**src/rtl/pipe_pkg.sv**
```systemverilog
// Shared constants and helpers for the pipelined mux family.
package pipe_pkg;

   localparam int MUX_MODE_SEL = 0;
   localparam int MUX_MODE_RR  = 1;

   // Index width for n items, never narrower than one bit.
   function automatic int clog2_min1(input int n);
      return (n <= 2) ? 1 : $clog2(n);
   endfunction

endpackage

```
**src/rtl/rr_arbiter_n.sv**
```systemverilog
// Round-robin arbiter over N requesters: searches upward from ptr+1 modulo N,
// pointer moves to the granted index only when the caller signals advance.
module rr_arbiter_n
   import pipe_pkg::*;
#(
   parameter  int N  = 4,
   localparam int SW = clog2_min1(N)
) (
   input  logic          clk,
   input  logic          rst_n,
   input  logic [N-1:0]  req,
   input  logic          advance,
   output logic [SW-1:0] grant,
   output logic          grant_valid
);

   logic [SW-1:0] ptr;
   int            idx;

   // NOTE: every output of this block gets a default first, so no path leaves a latch.
   always_comb begin
      grant       = '0;
      grant_valid = 1'b0;
      idx         = 0;
      for (int k = 1; k <= N; k++) begin
         idx = (int'(ptr) + k) % N;
         if (!grant_valid && req[idx]) begin
            grant       = SW'(idx);
            grant_valid = 1'b1;
         end
      end
   end

   // Pointer starts at N-1 so channel 0 wins the first arbitration.
   // NOTE: sequential state uses non-blocking assignments only.
   always_ff @(posedge clk or negedge rst_n) begin
      if (!rst_n)
         ptr <= SW'(N - 1);
      else if (advance)
         ptr <= grant;
   end

endmodule

```
**src/rtl/pipe_mux_n.sv**
```systemverilog
// N-input W-bit mux with a single-entry registered output and valid/ready on every channel.
// Define PIPE_MUX_XFER_CNT_EN to build the 32-bit accepted-output counter on xfer_cnt.
module pipe_mux_n
   import pipe_pkg::*;
#(
   parameter  int W    = 16,
   parameter  int N    = 4,
   parameter  int MODE = MUX_MODE_SEL,
   localparam int SW   = clog2_min1(N)
) (
   input  logic           clk,
   input  logic           rst_n,
   input  logic [N-1:0]   in_valid,
   input  logic [N*W-1:0] in_data,
   output logic [N-1:0]   in_ready,
   input  logic [SW-1:0]  sel,
   output logic           out_valid,
   output logic [W-1:0]   out_data,
   output logic [SW-1:0]  out_chan,
   input  logic           out_ready,
   output logic [31:0]    xfer_cnt
);

   logic [SW-1:0] grant;
   logic          grant_valid;
   logic          offer;
   logic          load;
   logic          xfer;
   logic [N-1:0]  chan_mask;
   logic [W-1:0]  grant_data;

   assign load = !out_valid || out_ready;
   assign xfer = rst_n && load && grant_valid;

   generate
      if (MODE == MUX_MODE_RR) begin : g_rr
         logic unused_sel;
         assign unused_sel = ^sel;

         rr_arbiter_n #(.N(N)) u_arb (
            .clk        (clk),
            .rst_n      (rst_n),
            .req        (in_valid),
            .advance    (xfer),
            .grant      (grant),
            .grant_valid(grant_valid)
         );
         assign offer = grant_valid;
      end else begin : g_sel
         logic sel_ok;
         if (N == 1) begin : g_one
            logic unused_sel;
            assign unused_sel = ^sel;
            assign sel_ok     = 1'b1;
            assign grant      = '0;
         end else begin : g_many
            assign sel_ok = 32'(sel) < 32'(N);
            assign grant  = sel_ok ? sel : '0;
         end
         // Ready is offered from the select alone so a source never sees its own valid looped back.
         assign offer       = sel_ok;
         assign grant_valid = sel_ok && |(in_valid & chan_mask);
      end
   endgenerate

   always_comb begin
      chan_mask  = '0;
      grant_data = '0;
      for (int i = 0; i < N; i++) begin
         if (grant == SW'(i)) begin
            chan_mask[i] = 1'b1;
            grant_data   = in_data[i*W +: W];
         end
      end
   end

   assign in_ready = (rst_n && load && offer) ? chan_mask : '0;

   // NOTE: data and channel registers are reset too; their post-reset zero values are observable.
   always_ff @(posedge clk or negedge rst_n) begin
      if (!rst_n) begin
         out_valid <= 1'b0;
         out_data  <= '0;
         out_chan  <= '0;
      end else if (load) begin
         out_valid <= grant_valid;
         if (grant_valid) begin
            out_data <= grant_data;
            out_chan <= grant;
         end
      end
   end

`ifdef PIPE_MUX_XFER_CNT_EN
   logic [31:0] cnt;

   always_ff @(posedge clk or negedge rst_n) begin
      if (!rst_n)
         cnt <= '0;
      else if (out_valid && out_ready)
         cnt <= cnt + 32'd1;
   end

   assign xfer_cnt = cnt;
`else
   assign xfer_cnt = '0;
`endif

endmodule
```
**config.mk**
```make
export PLATFORM = sky130hd
export DESIGN_NAME = pipe_mux_n
export DESIGN_NICKNAME = d
export VERILOG_FILES = /design/src/rtl/pipe_pkg.sv /design/src/rtl/rr_arbiter_n.sv /design/src/rtl/pipe_mux_n.sv
export SDC_FILE = /design/constraint.sdc
export NUM_CORES = 1
export LEC_CHECK = 0
export BUFFER_PORTS_ARGS = -buffer_cell sky130_fd_sc_hd__buf_4
export CAP_MARGIN = 20
export CELL_PAD_IN_SITES_DETAIL_PLACEMENT = 2
export CELL_PAD_IN_SITES_GLOBAL_PLACEMENT = 2
export CORE_MARGIN = 5
export CORE_UTILIZATION = 23
export CTS_BUF_LIST = sky130_fd_sc_hd__clkbuf_4
export DETAILED_ROUTE_END_ITERATION = 16
export PLACE_DENSITY = 0.91
export RECOVER_POWER = 50
export SYNTH_ARGS = -nofsm -noshare
export SYNTH_HDL_FRONTEND = slang
export SYNTH_SLANG_ARGS = --single-unit
```
**constraint.sdc**
```tcl
create_clock -name clk -period 2.3 [get_ports clk]
set_input_delay 0.46 -clock clk [delete_from_list [all_inputs] [get_ports clk]]
set_output_delay 0.46 -clock clk [all_outputs]
set_load 0.01 [all_outputs]
```
# Word-level counts from Yosys, hierarchy flattened
# Index checks and enable logic that the tools add are counted.
# totals
register_bits	19
input_bits	73
out_inout_bits	55
# op_classes
n_eq_ne	3
mux	9
bitwise_logic	1
n_reduce_logical	6
# op_table
cell	n
$mux W16	4
$and A4 B4 Y4	1
$eq A2 B2 Y1 const B	2
$mux W1	4
$mux W4	1
$reduce_or A4 Y1	1
$eq A2 B1 Y1 const B	1
$logic_not A2 Y1	1
$reduce_and A2 Y1	1
$logic_and A1 B1 Y1	1
$logic_not A1 Y1	1
$logic_or A1 B1 Y1	1

# Longest topological paths before layout
# depth
depth_word	5
ltp_mapped	5
depth_no_buf	4

# Worst setup path before layout
# OpenSTA, ideal clock, no wires.
# synth_timing
path_kind	input-to-reg
start	input sel[0]
end	register out_chan[0]
arrival_ns	1.698
t_required_ns	2.173
setup_slack_ns	0.475
stages	5
path_cell_list	mux2_4 and3b_1 a31oi_4 buf_6 mux2_1
# synth_between
elab_chain_len	5
elab_cells_between_ends	11
# synth_lines
item	line_no	rtl
from (decl)	pipe_mux_n.sv:16	input logic [SW-1:0] sel,
$eq A2 B1 Y1, or another cell as far along	pipe_mux_n.sv:70	if (grant == SW'(i)) begin
$mux W1	pipe_mux_n.sv:70	
$and A4 B4 Y4	pipe_mux_n.sv:62	assign grant_valid = sel_ok && |(in_valid & chan_mask);
$reduce_or A4 Y1	pipe_mux_n.sv:62	
$reduce_and A2 Y1 (no source line)	-	
to (signal assigned)	pipe_mux_n.sv:89	out_chan <= grant;
to (decl)	pipe_mux_n.sv:19	output logic [SW-1:0] out_chan,
# Parallel ways exist; a longest one is shown, timed or not.
# A chain may end at the register's enable or synchronous reset.

# Worst setup path in the final report
# layout_timing
start	input sel[0]
end	output in_ready[1]
# layout_between
elab_chain_len	3
# layout_lines
item	line_no	rtl
$eq A2 B1 Y1	pipe_mux_n.sv:70	
$mux W1	pipe_mux_n.sv:70	
$mux W4	pipe_mux_n.sv:77	assign in_ready = (rst_n && load && offer) ? chan_mask : '0;
to (decl)	pipe_mux_n.sv:15	output logic [N-1:0] in_ready,
# Every way passes these cells.

==> summary.md <==
| Metric | Value |
|---|---|
| Status | `finished, final reports clean` |
| Layout net count | `approximately 280` |
| Post-route DRC | `0` |
| Pwr dens | `between 500 and 600 nW/um^2` |
| Cells after synthesis | `about 110` |
| First-pass GRT wire length | `roughly 7300 um` |
| Clock period minus final worst setup slack | `approximately 1.8 ns` |
| Worst-case clock buffer depth | `2` |
| Largest net degree at the start of global routing | `24` |
| Initial core utilization | `0.238` |
| Critical Path AT | `around 1.4 ns` |
| Setup ws final | `0.478 ns` |
| Worst setup EP type | `output port` |
| 1st-iter DRT viols | `12` |
| Post-DP HPWL | `between 4000 and 5000 um` |
| Post-synthesis cell type count | `21` |
| Non-Filler Instances | `between 200 and 300` |
| Placed cell count | `between 200 and 300` |
| Hold Violations, Final | `0` |
| DP Worst Slack | `roughly 0.20 ns` |
| Max-Cap Viols | `0` |
| Total power | `about 1.1 mW` |
| Crit path required time | `1.84 ns` |
| Max Fanout on Critical Path | `13` |
| Placed cell area | `2100 um^2` |
| Clock Skew | `0.000828 ns` |
| # port buffers | `95` |
| Unrepaired setup endpoints after global routing | `false` |
| Lkg Pwr | `roughly 1.0 nW` |
| Final setup violation count | `0` |
| Clk Tree Root Cell | `clkbuf_4` |
| Later-pin clock latency in the skew report | `around 0.29 ns` |
| CTS tree | `done` |
| Die X-Extent | `between 80 and 90 um` |
| Avg WL per Cell | `about 18 um` |
| Fill cells | `660` |
| Worst-path clk slew | `0.10 ns` |
| RD Place Congestion | `between 0.7 and 0.8` |
| Fin. max-slew vios | `0` |
| Num Clock Sinks | `19` |
| Multi-input gate area | `roughly 780 um^2` |
| Hold Buf Count CTS | `0` |
| Vias in the first global route | `between 1,000 and 1,500` |
| # diodes | `0` |
| Period utilization | `0.792` |
| TritonCTS buffer count | `3` |
| Io pins | `about 130` |
| Post_cts resized | `0` |
| Synthesized area per cell | `between 10 and 15 um^2` |
| CP startpoint kind | `input port` |
| WS Path Type | `input port to output port` |
| Max Clk Rate | `between 0.5 and 0.6 GHz` |
| Hold crit path type | `input port to asynchronous set/reset pin` |
| Die height | `around 90 um` |
| Register area share after synthesis | `0.335` |
| CTS H-tree depth | `1` |
| Mapped cell area | `roughly 1400 um^2` |
| Die ar. | `approximately 7800 um^2` |
| Yosys warns | `0` |
| Share of cells above drive strength 1 | `0.583` |
| Final ANT Viol Nets | `0` |
| All-Layer GR Usage | `0.122` |
| Area growth syn-to-layout | `47.8%` |
| DR vias | `1,171` |
| Routed WL | `around 5000 um` |
| Total gr overflow | `0` |
| TNS Setup | `0 ns` |
| # rows | `28` |
| Vias per cell | `around 4.2` |
| Number of synthesized register bits | `19` |
| Initial antenna violation count | `0` |
| Sequential cell area | `roughly 480 um^2` |
| Setup Buffers After CTS | `0` |
| Core region area | `approximately 6000 um^2` |
| DRT Pass-1 Iters | `4` |
| Final instance area | `2100 um^2` |
| VDD IR-drop max | `0.000185 V` |
==> final cells by class <==
cell class | count | area share
Clock buffer | 4 | 0.0143
Inverter | 2 | 0.00358
Multi-Input combinational cell | 80 | 0.372
Sequential cell | 19 | 0.227
Tap cell | 75 | 0.0447
Timing Repair Buffer | 99 | 0.338
==> path summary, 6_finish.rpt <==
path                                     startpoint                        to  slack (ns)  cells after the start
min reg2reg                out_data[13]$_DFFE_PN0P_  out_data[13]$_DFFE_PN0P_        0.50                      1
min                                           rst_n   out_data[7]$_DFFE_PN0P_        0.03                      1
max reg2reg                   out_valid$_DFFE_PN0P_  out_data[10]$_DFFE_PN0P_        0.83                      5
min in group clk           out_data[13]$_DFFE_PN0P_  out_data[13]$_DFFE_PN0P_        0.50                      1
max in group asynchronous                     rst_n     out_valid$_DFFE_PN0P_        2.05                      1
max                                          sel[0]               in_ready[1]        0.48                      5
==> layer usage <==
layer  part of all wire  wire length, um  vias to the layer above  track usage
met3              0.099              489                        2       0.0279
met4             0.0047               23                        0       0.0288
met2               0.56             2760                       72        0.239
met1               0.33             1640                      575        0.132
li1                   -                -                      522            -
met5                  0                0                        -            0
==> cells by family (layout without fill, tap and decap cells) <==
logic type / Yosys count / after routing / synth area share
buffers and inverters: 39 / 105 / 0.194
multiplexers: 36 / 36 / 0.414
flip-flops: 19 / 19 / 0.335
AND/OR/NAND/NOR: 10 / 10 / 0.0353
AO/OA/AOI/OAI: 2 / 2 / 0.0185
other: 1 / 32 / 0.00264
==> through the flow <==
stage	util	hold slack [ns]
finish	0.352	0.0337
floorplan	-	0.164
global placement	0.353	0.356
global route	0.352	0.0246
CTS	0.358	0.0247
detailed placement	0.353	0.357
==> placed cells by master, fill, tap and decap left out <==
| master | netlist | layout |
|---|---|---|
| nand3_1 | 2 | 2 |
| clkbuf_4 | 0 | 4 |
| nand2b_1 | 1 | 1 |
| conb_1 | 1 | 32 |
| nor2_1 | 2 | 2 |
| clkbuf_1 | 2 | 9 |
| o21ai_0 | 1 | 1 |
| nor3_1 | 2 | 2 |
| mux2i_1 | 1 | 1 |
| nand2_1 | 2 | 2 |
| buf_4 | 32 | 90 |
| mux4_2 | 16 | 16 |
| dfrtp_1 | 19 | 19 |
| mux2_2 | 8 | 8 |
| and3b_1 | 1 | 1 |
| inv_1 | 2 | 2 |
| a31oi_4 | 1 | 1 |
| mux2_1 | 10 | 11 |
==> critical path, cell delays in order <==
cell and delay [ns]:
buf_4 0.20, buf_4 0.28, inv_1 0.09, nor3_1 0.18
buf_4 0.15
==> registers in the layout (all words and copies together), names as in the netlist <==
register	count
out_chan	2
out_data	16
out_valid	1
==> Yosys cell counts <==
master / count / share of area
buf_1: 1 / 0.0026
a31oi_4: 1 / 0.015
mux2i_1: 1 / 0.0071
nor2_1: 2 / 0.0053
nand2_1: 2 / 0.0053
and3b_1: 1 / 0.0062
nand2b_1: 1 / 0.0044
buf_6: 1 / 0.0079
o21ai_0: 1 / 0.0035
mux2_4: 1 / 0.011
buf_2: 1 / 0.0035
nand3_1: 2 / 0.0071
mux2_2: 8 / 0.063
inv_1: 2 / 0.0053
clkbuf_1: 2 / 0.0053
conb_1: 1 / 0.0026
nor3_1: 2 / 0.0071
mux4_2: 16 / 0.25
mux2_1: 10 / 0.079
dfrtp_1: 19 / 0.34
buf_4: 32 / 0.17
==> report_power, final <==
group | switching, mW | total [mW] | leakage [nW] | internal [mW]
combinational | 0.216 | 0.483 | 0.773 | 0.267
sequential | 0.0482 | 0.467 | 0.221 | 0.419
clock | 0.0987 | 0.178 | 0.0184 | 0.0792
total | 0.363 | 1.13 | 1.01 | 0.766
Note: power is estimated with default switching activity, not from simulation.
